<file path="src/rtl/block_renderer.sv">
// Erase/draw renderer for the falling block plus full-screen clear on status change.
// Optional RENDER_STATS_EN adds frames_drawn and overrun outputs.
module block_renderer #(
  parameter int          BLOCK_W      = 8,
  parameter int          BLOCK_H      = 4,
  parameter int          SCREEN_W     = 160,
  parameter int          SCREEN_H     = 120,
  parameter logic [2:0]  BLOCK_COLOUR = 3'b111,
  parameter logic [2:0]  BG_COLOUR    = 3'b000,
  parameter logic [2:0]  OVER_COLOUR  = 3'b100
) (
  input  logic       clk,
  input  logic       reset,
  input  logic       sync,
  input  logic       bypass_erase,
  input  logic [7:0] prev_x,
  input  logic [7:0] x,
  input  logic [6:0] y,
  input  logic [1:0] game_status,
  output logic [7:0] vga_x,
  output logic [6:0] vga_y,
  output logic [2:0] colour,
  output logic       plot,
  output logic       busy,
  output logic       done
`ifdef RENDER_STATS_EN
  ,
  output logic [7:0] frames_drawn,
  output logic       overrun
`endif
);

  localparam logic [8:0] LP_BW1 = 9'(BLOCK_W - 1);
  localparam logic [7:0] LP_BH1 = 8'(BLOCK_H - 1);
  localparam logic [8:0] LP_SW  = 9'(SCREEN_W);
  localparam logic [7:0] LP_SH  = 8'(SCREEN_H);
  localparam logic [8:0] LP_SW1 = 9'(SCREEN_W - 1);
  localparam logic [7:0] LP_SH1 = 8'(SCREEN_H - 1);

  typedef enum logic [1:0] {
    S_IDLE,
    S_ERASE,
    S_DRAW,
    S_CLEAR
  } state_t;

  state_t     r_state, w_state_n;
  logic [8:0] r_i, w_i_n;
  logic [7:0] r_j, w_j_n;
  logic [7:0] r_x, r_px;
  logic [6:0] r_y;
  logic       r_pend, w_pend_n;
  logic [1:0] r_last, w_last_n;
  logic       r_fin;
  logic       w_latch;
  logic       w_plot;
  logic       w_done;
  logic       w_dframe;
  logic [8:0] w_sx;
  logic [7:0] w_sy;
  logic [2:0] w_col;
  logic [7:0] w_base;

  always_comb begin
    w_state_n = r_state;
    w_i_n     = r_i;
    w_j_n     = r_j;
    w_pend_n  = r_pend;
    w_last_n  = r_last;
    w_latch   = 1'b0;
    w_plot    = 1'b0;
    w_done    = 1'b0;
    w_dframe  = 1'b0;
    w_sx      = '0;
    w_sy      = '0;
    w_col     = BG_COLOUR;
    w_base    = (r_state == S_ERASE) ? r_px : r_x;
    unique case (r_state)
      S_IDLE: begin
        if (game_status != r_last) begin
          w_state_n = S_CLEAR;
          w_last_n  = game_status;
          w_i_n     = '0;
          w_j_n     = '0;
          if (sync) w_pend_n = 1'b1;
        end else if (sync || r_pend) begin
          w_latch   = 1'b1;
          w_pend_n  = 1'b0;
          w_i_n     = '0;
          w_j_n     = '0;
          w_state_n = bypass_erase ? S_DRAW : S_ERASE;
        end
      end
      S_ERASE, S_DRAW: begin
        if (sync) w_pend_n = 1'b1;
        w_sx   = {1'b0, w_base} + r_i;
        w_sy   = {1'b0, r_y} + r_j;
        w_col  = (r_state == S_DRAW) ? BLOCK_COLOUR : BG_COLOUR;
        // Off-screen pixels are suppressed but still take their cycle.
        w_plot = (w_sx < LP_SW) && (w_sy < LP_SH);
        if (r_i == LP_BW1) begin
          w_i_n = '0;
          if (r_j == LP_BH1) begin
            w_j_n = '0;
            if (r_state == S_ERASE) begin
              w_state_n = S_DRAW;
            end else begin
              w_state_n = S_IDLE;
              w_done    = 1'b1;
              w_dframe  = 1'b1;
            end
          end else begin
            w_j_n = r_j + 8'd1;
          end
        end else begin
          w_i_n = r_i + 9'd1;
        end
      end
      S_CLEAR: begin
        if (sync) w_pend_n = 1'b1;
        if (game_status != r_last) begin
          // Status moved again: restart the wipe in the new colour.
          w_last_n = game_status;
          w_i_n    = '0;
          w_j_n    = '0;
        end else begin
          w_sx   = r_i;
          w_sy   = r_j;
          w_col  = (r_last == 2'b10) ? OVER_COLOUR : BG_COLOUR;
          w_plot = 1'b1;
          if (r_i == LP_SW1) begin
            w_i_n = '0;
            if (r_j == LP_SH1) begin
              w_j_n     = '0;
              w_state_n = S_IDLE;
              w_done    = 1'b1;
            end else begin
              w_j_n = r_j + 8'd1;
            end
          end else begin
            w_i_n = r_i + 9'd1;
          end
        end
      end
    endcase
  end

  always_ff @(posedge clk or posedge reset) begin
    if (reset) begin
      r_state <= S_IDLE;
      r_i     <= '0;
      r_j     <= '0;
      r_pend  <= 1'b0;
      r_last  <= 2'b00;
      r_x     <= '0;
      r_px    <= '0;
      r_y     <= '0;
      r_fin   <= 1'b0;
      vga_x   <= '0;
      vga_y   <= '0;
      colour  <= BG_COLOUR;
      plot    <= 1'b0;
      busy    <= 1'b0;
      done    <= 1'b0;
    end else begin
      r_state <= w_state_n;
      r_i     <= w_i_n;
      r_j     <= w_j_n;
      r_pend  <= w_pend_n;
      r_last  <= w_last_n;
      if (w_latch) begin
        r_x  <= x;
        r_px <= prev_x;
        r_y  <= y;
      end
      r_fin   <= w_done;
      vga_x   <= w_sx[7:0];
      vga_y   <= w_sy[6:0];
      colour  <= w_col;
      plot    <= w_plot;
      busy    <= (w_state_n != S_IDLE);
      done    <= r_fin;
    end
  end

`ifdef RENDER_STATS_EN
  logic r_fin_frm;

  always_ff @(posedge clk or posedge reset) begin
    if (reset) begin
      r_fin_frm    <= 1'b0;
      frames_drawn <= '0;
      overrun      <= 1'b0;
    end else begin
      r_fin_frm <= w_dframe;
      if (r_fin && r_fin_frm) frames_drawn <= frames_drawn + 8'd1;
      if (sync && r_pend) overrun <= 1'b1;
    end
  end
`endif

endmodule
</file>
<file path="config.mk">
export PLATFORM = sky130hd
export DESIGN_NAME = block_renderer
export DESIGN_NICKNAME = d
export VERILOG_FILES = /design/src/rtl/block_renderer.sv
export SDC_FILE = /design/constraint.sdc
export NUM_CORES = 1
export LEC_CHECK = 0
export CELL_PAD_IN_SITES_DETAIL_PLACEMENT = 2
export CELL_PAD_IN_SITES_GLOBAL_PLACEMENT = 2
export CORE_MARGIN = 1.5
export CORE_UTILIZATION = 35
export DETAILED_ROUTE_END_ITERATION = 8
export GPL_ROUTABILITY_DRIVEN = 0
export PLACE_DENSITY_LB_ADDON = 0.1
export SLEW_MARGIN = 25
export SYNTH_ARGS = -nofsm -noshare
export SYNTH_HDL_FRONTEND = slang
export SYNTH_SLANG_ARGS = --single-unit
export TNS_END_PERCENT = 5
</file>
<file path="constraint.sdc">
create_clock -name clk -period 4.45 [get_ports clk]
set_input_delay 0.6675 -clock clk [delete_from_list [all_inputs] [get_ports clk]]
set_output_delay 0.6675 -clock clk [all_outputs]
set_load 0.02 [all_outputs]
</file>
* After elaboration in Yosys (flattened, before gate mapping) *
Index checks and enable logic that the tools add are counted.
W data, S select, Z words.

storage, ports and cells
  bits in latches = 0
  word-level logic and storage cells = 91
  input port bits = 29
  output and inout bits = 21
  bits in registers = 67
  RAM bits = 0
  ROM bits = 0
  memories = 0

operators by class
  muxes and demuxes = 49
  divide/modulo/power cells = 0
  bitwise gates (word level) = 0
  magnitude comparators = 2
  multipliers = 0
  $add $sub $neg = 4
  shift operators = 0
  reduce and logical (&&, ||, !) cells = 9
  eq/ne operators = 12

operators with widths
  kind                   number
  $mux W8                9
  $mux W9                5
  $pmux W9 S3            1
  $pmux W8 S3            1
  $mux W2                9
  $pmux W8 S2            1
  $pmux W7 S2            1
  $mux W1                13
  $add A8 B9 Y9          1
  $add A9 B1 Y9 const B  1
  $eq A9 B3 Y1 const B   1
  $eq A9 B8 Y1 const B   1
  $lt A9 B8 Y1 const B   1
  $mux W3                3
  $add A7 B8 Y8          1
  $add A8 B1 Y8 const B  1
  $eq A8 B2 Y1 const B   1
  $eq A8 B7 Y1 const B   1
  $lt A8 B7 Y1 const B   1
  $mux W7                1
  $eq A2 B2 Y1 const B   3
  $ne A3 B3 Y1 const B   2
  $pmux W1 S2            3
  $pmux W2 S3            1
  12 further kinds       13

* Longest topological paths before layout *
  depth after elaboration = 6
  depth in mapped cells = 12
  gate-level depth less buffers = 11

* Worst setup path before layout *
Ideal clock, no wire load.

  kind = register to register
  start = register r_state[1]
  end = register plot
  clock period less this slack = 3.100 ns
  setup slack = 1.350 ns
  setup time = 0.120 ns
  cell stages (with the launch flop) = 13
  buffers on the path = 1
  required time = 4.330 ns
  arrival = 2.980 ns
  cell sequence = dfrtp_1 -> inv_1 -> ha_1 -> clkbuf_1 -> mux2_2 -> ha_1 -> fa_1 -> a211oi_1 -> o21bai_1 -> a21oi_1 -> xnor2_1 -> o21ai_0 -> a31o_2

on the way
  cells in the longest elaborated chain, start to end = 6
  elaborated cells on any way between the ends = 9
  those cells by class = add/sub (1); order compare (1); eq/ne (3); mux (2); reduce/logical (2)

ends and longest elaborated chain
  what                      RTL line  RTL
  start: declaration        47        state_t r_state, w_state_n;
  start signal: assignment  166       r_state <= w_state_n;
  $eq A2 B1 Y1              77, 78
  $mux W8                   77        w_base = (r_state == S_ERASE) ? r_px : r_x;
  $add A8 B9 Y9             96        w_sx = {1'b0, w_base} + r_i;
  $lt A9 B8 Y1              100       w_plot = (w_sx < LP_SW) && (w_sy < LP_SH);
  $logic_and A1 B1 Y1       100
  $pmux W1 S2 (*)           78        unique case (r_state)
  named net w_plot          56        logic w_plot;
  end signal: assignment    180       plot <= w_plot;
  end: declaration          23        output logic plot,

The timed path passes the listed nets; every way through them passes the cells marked *.
A chain may end at the register's enable or synchronous reset.

* Worst setup path after layout *
Same ends and word-level chain as after synthesis.

==> impl_results.md <==
* Final setup vio count at 0
* Hpwl dp at 7670 um
* Clock sink count at 66
* CTS Buffer Depth at 2
* Vias in the first global route at 3,297
* Top cells by area, synth: dfrtp_1 (45%), mux2_2 (10%), ha_1 (7.5%)
* Via/cell ratio at roughly 5.5
* GRT Total Usage at approximately a fifth
* Pwr dens at 699 nW/um^2
* WL met3 at 366 um
* Buf/Inv on CP at 1
* Insertion delay to the later sink of the worst-skew pair at between 0.3 and 0.4 ns
* Final hold viol count at 0
* Layout cells sized above 1 at between 10% and 20%
* Crit path kind: reg2reg
* CP max FO at 9
* Syn_area_per_cell at a little over 10 sq um
* Layout Skew at roughly 0.011 ns
* Syn nets at 408
* IO Count at 50
* Routed WL per cell at around 20 um
* Commonest non-fill, non-tap cells in the layout: dfrtp_1 (66), clkdlybuf4s50_1 (49), mux2_2 (33)
* Hold-fix buffers, CTS at 0
* Mapped cell area at ~3700 sq um
* Reg2Reg Depth at 10
* Rows at 37
* Fmax at 283 MHz
* Slowest Stage Delay on Critical Path at 0.59 ns
* Status: completed
* Final min period at 3.53 ns
* Final Cell Area at 4540 sq um
* WL final at 10,700 um
* Unique cell type count in the Yosys netlist at 53
* Final core utilization at between 40% and 50%
* First-pass GRT wire length at 17,400 um
* Seq/Total Area, Yosys at 44.8%
* TritonCTS clock tree: done
* Setup crit end kind: flop
* DRT Pass-1 Iters at 4
* Max cap viols at 0
* # diodes at 0
* # DRC at 0
* Worst hold path depth at 0
* Initial Util at between 30% and 40%
* Final #Nets at ~460
* Tightest Hold Check Type: reg2reg
* Async set-reset flop share out of synthesis at 100%
* Commonest non-fill, non-tap cell in the layout: dfrtp_1
* H-tree Lvls at 3
* Startpoint types: flop
* Critical Path AT at between 3 and 4 ns
* Share of the synthesized area in the top cell type at 44.8%
* #FFs+latches synth at 66
* Synth warn at 0
* Dpl cell area at between 4000 and 5000 sq um
* Uppermost layer routed: met4
* Post-route clock period utilization at between 70% and 80%
* Crit path cell chain: inv_1 -> ha_1 -> mux2_2 -> ha_1 -> a21oi_1 -> o211a_1 -> a21oi_1 -> a2111oi_0 -> o21ai_0 -> a31o_2
* Routed metal-1 wirelength at approximately 4600 um
* Family with the most delay on the worst path: compound AO/OA/AOI/OAI gates
* Setup bufs post-CTS at 0
* Die W at between 100 and 150 um
* Main synth FF type: dfrtp_1
* # resized after CTS at 0
* Global route overflow at 0
* DRT iter0 DRCs at 69
* Mapped Cells at roughly 360
* Largest net degree at the start of global routing at between 40 and 50
* Antenna Violating Nets Remaining at 0
* Vert. Die Dim at between 100 and 150 um
* Critical path data required time at between 4 and 5 ns
* Clock slew at reported path FFs at ~0.08 ns
* Area delta synth->final at 23.2%
* Die ar. at between 10,000 and 15,000 sq um
* Critical-path top delay cell: a2111oi_0
* RSZ-0062 raised after global routing: false
* Routed wl met2 at roughly 5500 um
* Leak at around 0.0020 uW
* PortBufs at a little under 50
* Slew Limit Fails at 0
* Core Box Area at between 10,000 and 15,000 sq um
* Cts bufs inserted at 9
* Dominant cell type by area after synthesis: dfrtp_1
* Critical Path Stages at 10
* VDD IR max at 207 uV
* Setup TNS at 0 ns
* CTS root buf: clkbuf_8
* Worst rel slew slack at between 40% and 50%
* EDFF count, synth at 0
* Measured slew at the worst slew-check pin at slightly below 0.8 ns
* Initial antenna violation count at 0
* Vias at roughly 3,000
per-stage QoR:
step	instances	setup WS, ns	total power (uW)	hold slack (ns)
after global placement	533	1.12	2580	0.331
final	549	0.918	3170	0.355
after detailed placement	533	0.992	2640	0.338
after floorplan	355	1.35	2070	0.331
after CTS	549	0.966	3210	0.357
after global routing	549	0.700	3410	0.358
synth_stat cells, types with 11 or more instances:
cell type and number:
mux2_2 33, ha_1 22, a22oi_1 15, nand3_1 15, o21ai_0 27, dfrtp_1 66, nand2_1 21, nor2_1 28
nor3_1 11, a21oi_1 15
layout make-up:
cell class | count | area, sq um
fillers | 1102 | 5740
multi-input cells | 269 | 1950
clock inverters | 5 | 52.6
inverters | 8 | 30.0
well taps | 136 | 170
clock buffers | 11 | 151
flip-flops and latches | 66 | 1650
repair buffers | 54 | 528
logic make-up (layout without fill, tap and decap cells):
| family | count (synthesis) | after routing | share of synthesized area (%) |
|---|---|---|---|
| compound gates | 87 | 87 | 15.5 |
| xor+xnor | 12 | 12 | 2.85 |
| fa+ha+maj | 24 | 24 | 8.56 |
| buf+inv | 20 | 78 | 2.21 |
| flops | 66 | 66 | 44.8 |
| mux | 34 | 34 | 10.4 |
| simple gates | 112 | 112 | 15.7 |
sequential cells by signal, indices dropped and copies added, names as in the netlist, 7 cells and up:
signal,cells
r_x,8
r_j,8
vga_y,7
r_i,9
r_y,7
r_px,8
vga_x,8
power by group:
part / internal, uW / switching (uW) / leakage [uW]
sequential: 810 / 141 / 0.000843
clock: 286 / 255 / 0.000105
combinational: 715 / 965 / 0.00104
final timing paths:
check                           slack (ns)                  from                  end
worst min-delay path                  0.35       r_fin$_DFF_PP0_       done$_DFF_PP0_
min in group asynchronous             0.63                 reset   r_j[2]$_DFFE_PP0P_
worst max-delay path                  0.92  r_state[1]$_DFF_PP0_       plot$_DFF_PP0_
max in group asynchronous             2.87                 reset  r_px[6]$_DFFE_PP0P_
worst max register to register        0.92  r_state[1]$_DFF_PP0_       plot$_DFF_PP0_
worst min register to register        0.35       r_fin$_DFF_PP0_       done$_DFF_PP0_
per-layer routing:
layer	vias up	global-route usage [%]
met5	-	0
met3	17	5.19
met2	58	35.5
li1	1403	-
met1	1546	24.8
met4	0	8.20
Power figures use the tool's default switching activity.
